$ cat config.mk
export PLATFORM = sky130hd
export DESIGN_NAME = temp_bcd_conv
export DESIGN_NICKNAME = d
export VERILOG_FILES = /design/src/rtl/temp_bcd_conv.sv
export SDC_FILE = /design/constraint.sdc
export NUM_CORES = 1
export LEC_CHECK = 0
export ABC_AREA = 1
export BUFFER_PORTS_ARGS = -buffer_cell sky130_fd_sc_hd__buf_4
export CAP_MARGIN = 20
export CORE_MARGIN = 2
export CORE_UTILIZATION = 25
export CTS_CLUSTER_SIZE = 10
export DETAILED_ROUTE_END_ITERATION = 6
export PLACE_DENSITY = 0.49
export SLEW_MARGIN = 20
export SYNTH_ARGS = -nofsm -noshare
export SYNTH_HDL_FRONTEND = slang
export SYNTH_SLANG_ARGS = --single-unit
$ cat constraint.sdc
create_clock -name clk -period 3.95 [get_ports clk]
set_input_delay 0.79 -clock clk [delete_from_list [all_inputs] [get_ports clk]]
set_output_delay 0.79 -clock clk [all_outputs]
set_load 0.005 [all_outputs]
$ cat src/rtl/temp_bcd_conv.sv
// temp_bcd_conv
//   Converts a signed DS18B20-format temperature word (two's complement,
//   1/16 degC per LSB) into four display nibbles for seg_disp. The integer
//   part and the tenths digit are first packed into one binary value. That
//   value is then turned into BCD by an iterative double-dabble, one bit per
//   cycle. A one-deep pending slot holds a sample that arrives while a
//   conversion is running.
//
// Ports
//   clk       system clock
//   rst_n     asynchronous active-low reset
//   temp_raw  signed temperature, 1/16 degC per LSB
//   temp_vld  1-cycle strobe qualifying temp_raw
//   dout      {digit3, digit2, digit1, digit0} to seg_disp din
//   dout_vld  4'hF for one cycle when dout updates, else 4'h0
//   busy      high while in LOAD/CONV/DONE
module temp_bcd_conv #(
    parameter logic [3:0]         SIGN_CODE  = 4'hA,
    parameter logic [3:0]         BLANK_CODE = 4'hB,
    parameter logic [3:0]         ERR_CODE   = 4'hE,
    parameter logic signed [15:0] TEMP_MAX   = 16'sd2015,
    parameter logic signed [15:0] TEMP_MIN   = -16'sd880
) (
    input  logic        clk,
    input  logic        rst_n,
    input  logic [15:0] temp_raw,
    input  logic        temp_vld,
    output logic [15:0] dout,
    output logic [3:0]  dout_vld,
    output logic        busy
);

    typedef enum logic [1:0] {IDLE, LOAD, CONV, DONE} state_t;

    state_t      state, state_nxt;

    logic [15:0] raw_q;      // sample being converted
    logic        neg_q;
    logic        err_q;
    logic [10:0] bin_q;      // binary tenths, shifted out MSB first
    logic [15:0] bcd_q;      // {th, hu, te, un}
    logic [3:0]  cnt_q;
    logic        pend_vld;
    logic [15:0] pend_data;

    // A new sample can be taken on leaving IDLE or DONE. In DONE a coincident
    // strobe wins over the pending slot.
    logic        take_new;
    logic        take_pend;

    // LOAD-stage arithmetic on the captured sample.
    logic [15:0] mag;
    logic [7:0]  frac10;
    logic [3:0]  tenths;
    logic [10:0] bin_ld;
    logic        out_of_range;

    // Double-dabble step.
    logic [15:0] bcd_adj;
    logic [15:0] bcd_step;

    logic [3:0]  digit3;

    assign busy      = (state != IDLE);
    assign take_new  = temp_vld && (state == IDLE || state == DONE);
    assign take_pend = (state == DONE) && !temp_vld && pend_vld;

    always_comb begin
        mag          = raw_q[15] ? 16'(-raw_q) : raw_q;
        frac10       = {4'b0, mag[3:0]} * 8'd10;
        tenths       = frac10[7:4];
        bin_ld       = 11'(mag[10:4]) * 11'd10 + 11'(tenths);
        out_of_range = ($signed(raw_q) > TEMP_MAX) || ($signed(raw_q) < TEMP_MIN);
    end

    always_comb begin
        bcd_adj = bcd_q;
        for (int i = 0; i < 4; i++) begin
            if (bcd_q[i*4 +: 4] >= 4'd5)
                bcd_adj[i*4 +: 4] = bcd_q[i*4 +: 4] + 4'd3;
        end
        bcd_step = {bcd_adj[14:0], bin_q[10]};
    end

    always_comb begin
        if (bcd_q[15:12] == 4'd1) digit3 = 4'h1;
        else if (neg_q)           digit3 = SIGN_CODE;
        else                      digit3 = BLANK_CODE;
    end

    // State register
    always_ff @(posedge clk or negedge rst_n) begin
        if (!rst_n) state <= IDLE;
        else        state <= state_nxt;
    end

    // Next-state logic
    always_comb begin
        state_nxt = state;
        case (state)
            IDLE: if (temp_vld) state_nxt = LOAD;
            LOAD: state_nxt = out_of_range ? DONE : CONV;
            CONV: if (cnt_q == 4'd0) state_nxt = DONE;
            DONE: state_nxt = (temp_vld || pend_vld) ? LOAD : IDLE;
            default: state_nxt = IDLE;
        endcase
    end

    // Datapath
    always_ff @(posedge clk or negedge rst_n) begin
        if (!rst_n) begin
            raw_q     <= '0;
            neg_q     <= 1'b0;
            err_q     <= 1'b0;
            bin_q     <= '0;
            bcd_q     <= '0;
            cnt_q     <= '0;
            pend_vld  <= 1'b0;
            pend_data <= '0;
            dout      <= '0;
            dout_vld  <= '0;
        end else begin
            dout_vld <= 4'h0;

            if (take_new)       raw_q <= temp_raw;
            else if (take_pend) raw_q <= pend_data;

            // The pending slot is filled during LOAD/CONV and is emptied when
            // DONE starts the next conversion. A coincident strobe in DONE
            // also drops it.
            if (state == DONE) begin
                pend_vld <= 1'b0;
            end else if (temp_vld && state != IDLE) begin
                pend_vld  <= 1'b1;
                pend_data <= temp_raw;
            end

            case (state)
                LOAD: begin
                    neg_q <= raw_q[15];
                    err_q <= out_of_range;
                    bin_q <= bin_ld;
                    bcd_q <= '0;
                    cnt_q <= 4'd10;
                end
                CONV: begin
                    bcd_q <= bcd_step;
                    bin_q <= {bin_q[9:0], 1'b0};
                    cnt_q <= cnt_q - 4'd1;
                end
                DONE: begin
                    dout     <= err_q ? {4{ERR_CODE}} : {digit3, bcd_q[11:0]};
                    dout_vld <= 4'hF;
                end
                default: ;
            endcase
        end
    end

endmodule

Word level (Yosys, flattened, before mapping)

Index checks and enable logic that the tools add are counted.
Widths: inputs -> output; s select.

Register bits: 88
Output and inout bits: 21
Logic and storage cells: 70

Add/subtract/negate cells: 7
$mul: 2
$lt $le $gt $ge: 6
Equality and inequality tests: 6
Muxes and demuxes: 21
Bitwise operators: 1
Reduce and logical (&&, ||, !) cells: 16

Operators by type and width:

| operator             | number |
|---|---|
| $mux 16              | 3 |
| $pmux 16 s2          | 1 |
| $pmux 11 s2          | 1 |
| $mux 4               | 5 |
| $ge 4x3->1 const B   | 4 |
| $gt 16x12->1 const B | 1 |
| $lt 16x11->1 const B | 1 |
| $add 4x2->4 const B  | 3 |
| $add 11x4->11        | 1 |
| $mux 11              | 1 |
| $neg 11->11          | 1 |
| $mul 7x3->10 const B | 1 |
| $pmux 2 s4           | 1 |
| $pmux 4 s2           | 1 |
| $reduce_bool 2->1    | 4 |
| $mul 4x3->7 const B  | 1 |
| $mux 1               | 5 |
| $eq 2x2->1 const B   | 2 |
| $eq 4x1->1 const B   | 1 |
| $logic_and 1x1->1    | 4 |
| $logic_not 4->1      | 1 |
| $mux 2               | 2 |
| $ne 2x2->1 const B   | 2 |
| $reduce_and 2->1     | 2 |
| 8 further kinds      | 10 |

Logic depth before layout (Yosys ltp)

Depth in word-level cells: 5
Depth in mapped cells: 22
Mapped depth without buffers: 22

Least setup slack after synthesis

OpenSTA, ideal clock, no wires.

Path kind: register to register
Start: register raw_q[0]
End: register bin_q[9]
Library setup time: 117 ps
Arrival: 3,006 ps
Data required time: 3,833 ps
Setup slack: 827 ps
Cell stages (with the launch flop): 19
Period minus slack after synthesis: 3,123 ps
Path through: dfrtp_1 -> inv_1 -> ha_1 -> nand2_1 -> o21ai_0 -> ha_1 -> ha_1 -> fa_1 -> ha_1 -> inv_1 -> fa_1 -> o21ai_2 -> nand2_1 -> nor2_1 -> nand2_1 -> nor2_2 -> nand3_1 -> nand3_1 -> nand2_1

Word-level cells in the longest chain between the ends: 5

Ends and longest elaborated chain:

| what                                               | RTL line | text |
|---|---|---|
| start, declared                                    | 37       | `logic [15:0] raw_q;` |
| start signal, assigned                             | 125      | `if (take_new) raw_q <= temp_raw;` |
| start signal, assigned                             | 126      | `else if (take_pend) raw_q <= pend_data;` |
| $neg 11->11                                        | 69       | `mag = raw_q[15] ? 16'(-raw_q) : raw_q;` |
| $mux 11 (*)                                        | 69       |  |
| $mul 7x3->10 / $mul 4x3->7 (equally long branches) | 72, 70   |  |
| $add 11x4->11 (*)                                  | 72       | `bin_ld = 11'(mag[10:4]) * 11'd10 + 11'(tenths);` |
| $pmux 11 s2 (*)                                    | 138      | `case (state)` |
| end signal, assigned                               | 142      | `bin_q <= bin_ld;` |
| end signal, assigned                               | 148      | `bin_q <= {bin_q[9:0], 1'b0};` |
| end, declared                                      | 40       | `logic [10:0] bin_q;` |

Every way passes the cells marked *; elsewhere a longest branch is shown, timed or not.
A chain may end at the register's enable or synchronous reset.

Worst setup path in the final report

Start: register raw_q[2]
End: register bin_q[9]

The elaborated chain is that of the path after synthesis.

==> impl_results.md <==
- Share of synthesized flip-flops with an asynchronous set or reset: 100.0%
- Final Hold Viols: 0
- Tot GR Track Use: 11.29%
- Final Wtd Congestion: 0.8240
- CTS sink cnt: 84
- Peak Freq: 292.2 MHz
- Worst hold-check slack: 0.4860 ns
- Number of synthesized register bits: 84
- 1st-iter DRT viols: 268
- Avg Inst Size Synth: 8.236 um^2
- WP data required: 4.18 ns
- Post-route standard cell area excluding fillers: 0.005573 mm^2
- EDFF count, synth: 0
- Count of instances resized after the clock tree is built: 0
- Final layout net count: 664
- Yosys warns: 0
- Share of the clock period used by the worst path after layout: 86.64%
- Shortest clock period the worst path allows after layout: 3.422 ns
- RSZ-0062 raised after global routing: no
- Antenna violations before repair: 0
- Power per standard cell area: 971.1 mW/mm^2
- Routed via count: 3899
- Commonest register cell after synthesis: sky130_fd_sc_hd__dfrtp_1
- Clock transition at path regs: 0.06 ns
- Worst vdd ir: 317.3 uV
- Combined area of all synthesized cells: 0.004777 mm^2
- Max-cap check violation count: 0
- Placement-stage cell area: 0.005271 mm^2
- Number of buffers created by CTS: 9
- CP startpoint kind: register
- Detailed Route WL: 10580 um
- Maximum number of pins on one net before global-route repair: 73
- Initial core utilization: 25.54%
- Ratio of cells with drive above 1 in the final layout: 12.97%
- Library cell with the highest instance count after synthesis: sky130_fd_sc_hd__nand2_1
- ANT cells: 0
- Gate count after technology mapping: 580
- Pins over their slew limit: 0
- Clock root buffer: sky130_fd_sc_hd__clkbuf_16
- Number of routed nets with antenna violations: 0
- Data arrival time of the critical path: 3.66 ns
- Maximum fanout count along the critical path: 4
- Most frequent cells after synthesis: sky130_fd_sc_hd__nand2_1 (119), sky130_fd_sc_hd__dfrtp_1 (84), sky130_fd_sc_hd__inv_1 (83)
- X dimension of the die: 142.2 um
- Synth area leader: sky130_fd_sc_hd__dfrtp_1
- Buffers inserted by post-CTS timing repair: 0
- Post-Syn Nets: 632
- Number of top-level pins: 40
- Final TNS setup: 0 ns
- Floorplan core area: 0.01871 mm^2
- Detailed-route wire length per cell: 12.44 um
- Maximum level of the CTS H-tree: 3
- Placed wire-length estimate after detailed placement: 7803 um
- Slew Limit Headroom: 33.01%
- Min-delay worst type: register to register
- Main area contributors after synthesis: sky130_fd_sc_hd__dfrtp_1 (44%), sky130_fd_sc_hd__nand2_1 (9.4%), sky130_fd_sc_hd__ha_1 (7.9%)
- Share of the yosys chip area belonging to registers: 44.00%
- Drt via density: 4.582
- Post-Route Utilization: 29.79%
- Via count of the first global-routing pass: 3951
- Wire length of the first global-routing pass: 18530 um
- Worst-case register-to-register setup slack: 0.53 ns
- Result of the run: finished, final reports clean
- Total of hold buffers inserted after clock tree synthesis: 0
- Number of distinct standard cells referenced by the synthesized netlist: 40
- Count of port buffers added during placement: 39
- Initial DRT Pass Iterations: 6
- Insertion delay of the later-clocked pin in the worst-skew pair: 0.34 ns
- Total die area: 0.02023 mm^2
- CTS tree: built
- Kind of critical path: register to register
- Transition at the pin with the smallest max-transition slack: 1.005 ns
- Gr ovfl total: 0
- Post-route DRC: 0
- Reported leakage power: 2.651 nW
- Cell row count: 50
- Area fraction of the dominant cell type after synthesis: 44.00%
- Setup clock skew after layout: 0.009362 ns
- DIE HEIGHT: 142.2 um
- Number of setup violations in the final report: 0
- Capturing element type of the critical path: register
- Layout overhead on the synthesized area: 16.66%
- Number of buffers on the longest clock path: 2
cell usage in the layout (no fill, tap or decap), types with 2 or more instances in the layout:
master / count
sky130_fd_sc_hd__clkinvlp_4: 2
sky130_fd_sc_hd__nor4_1: 2
sky130_fd_sc_hd__xor2_1: 13
sky130_fd_sc_hd__nand3_1: 32
sky130_fd_sc_hd__a21o_1: 2
sky130_fd_sc_hd__nand2_1: 119
sky130_fd_sc_hd__o211ai_1: 5
sky130_fd_sc_hd__buf_4: 43
sky130_fd_sc_hd__clkbuf_16: 9
sky130_fd_sc_hd__nor2_1: 40
sky130_fd_sc_hd__nand3_2: 2
sky130_fd_sc_hd__o21ai_0: 68
sky130_fd_sc_hd__o221ai_1: 3
sky130_fd_sc_hd__nor2_2: 3
sky130_fd_sc_hd__a22oi_1: 2
sky130_fd_sc_hd__nand4_1: 3
sky130_fd_sc_hd__inv_1: 83
sky130_fd_sc_hd__inv_2: 3
sky130_fd_sc_hd__o22ai_1: 9
sky130_fd_sc_hd__nand2_2: 3
sky130_fd_sc_hd__fa_1: 3
sky130_fd_sc_hd__a31oi_1: 7
sky130_fd_sc_hd__ha_1: 30
sky130_fd_sc_hd__a21oi_1: 20
sky130_fd_sc_hd__or2_2: 2
sky130_fd_sc_hd__o21ai_2: 2
sky130_fd_sc_hd__mux2_2: 3
sky130_fd_sc_hd__o32ai_1: 3
sky130_fd_sc_hd__dfrtp_1: 84
sky130_fd_sc_hd__nor3_1: 3
layer usage:
layer	track usage, %	up-vias	wire length (um)
met2	18.69	62	4993
met1	15.00	1861	5130
li1	-	1965	-
met5	0	-	0
met4	3.737	0	147
met3	1.918	11	312
through the flow:
stage | total power (W) | worst slack, ns | cells
after global placement | 0.004530 | 0.6362 | 835
after detailed placement | 0.004586 | 0.5243 | 835
after floorplan | 0.003817 | 0.8266 | 580
after CTS | 0.005485 | 0.5132 | 851
after global routing | 0.006015 | 0.2117 | 851
final | 0.005412 | 0.5277 | 851
worst paths after layout:
| check | from | to | cells after the start |
|---|---|---|---|
| worst max register to register | raw_q[2] | bin_q[9] | 18 |
| worst min register to register | pend_data[4] | pend_data[4] | 2 |
| min in group asynchronous | rst_n | dout[10] | 1 |
| worst min-delay path | pend_data[4] | pend_data[4] | 2 |
| max in group asynchronous | rst_n | pend_data[9] | 2 |
| worst max-delay path | raw_q[2] | bin_q[9] | 18 |
cell families (layout without fill, tap and decap cells):
kind of cell             count (synthesis)  after routing  share of synthesized area (%)
buffers and inverters                  109            146                          9.429
AND/OR/NAND/NOR                        213            213                          19.22
XOR/XNOR                                14             14                          2.567
AO/OA/AOI/OAI                          124            124                          14.96
adder cells (fa/ha/maj)                 33             33                          9.115
multiplexers                             3              3                         0.7071
flip-flops                              84             84                          44.00
flip-flops by register name (all words and copies together) (netlist names):
name,flops
bcd_q,16
bin_q,11
cnt_q,4
dout,15
dout_vld,1
err_q,1
neg_q,1
pend_data,16
pend_vld,1
raw_q,16
state,2
critical path, cell delays in order (launching register included):
cell and delay (ns):
sky130_fd_sc_hd__dfrtp_1 0.39, sky130_fd_sc_hd__inv_1 0.11, sky130_fd_sc_hd__nand3_1 0.15, sky130_fd_sc_hd__nand3_1 0.13
sky130_fd_sc_hd__nand2_1 0.10, sky130_fd_sc_hd__ha_1 0.30, sky130_fd_sc_hd__ha_1 0.23, sky130_fd_sc_hd__fa_1 0.50
sky130_fd_sc_hd__ha_1 0.17, sky130_fd_sc_hd__inv_1 0.07, sky130_fd_sc_hd__fa_1 0.41, sky130_fd_sc_hd__o21ai_2 0.17
sky130_fd_sc_hd__nand2_1 0.09, sky130_fd_sc_hd__nor2_1 0.10, sky130_fd_sc_hd__nand2_1 0.08, sky130_fd_sc_hd__nor2_2 0.10
sky130_fd_sc_hd__nand3_1 0.08, sky130_fd_sc_hd__nand3_1 0.08, sky130_fd_sc_hd__nand2_1 0.05
power breakdown:
| part | total, W | switching (W) | leakage (nW) | internal, W |
|---|---|---|---|---|
| combinational | 0.00315 | 0.00197 | 1.47 | 0.00118 |
| clock | 0.000857 | 0.000348 | 0.142 | 0.000509 |
| sequential | 0.00140 | 0.000202 | 1.04 | 0.00120 |
cell type report:
class                   count  area, um^2
repair buffers             43       322.8
fillers                  1962       13130
clock buffers              11       242.7
flip-flops and latches     84        2102
clock inverters             5       58.81
well taps                 234       292.8
multi-input cells         387        2225
inverters                  87       329.1
No activity file was read; power rests on OpenSTA's default activity.
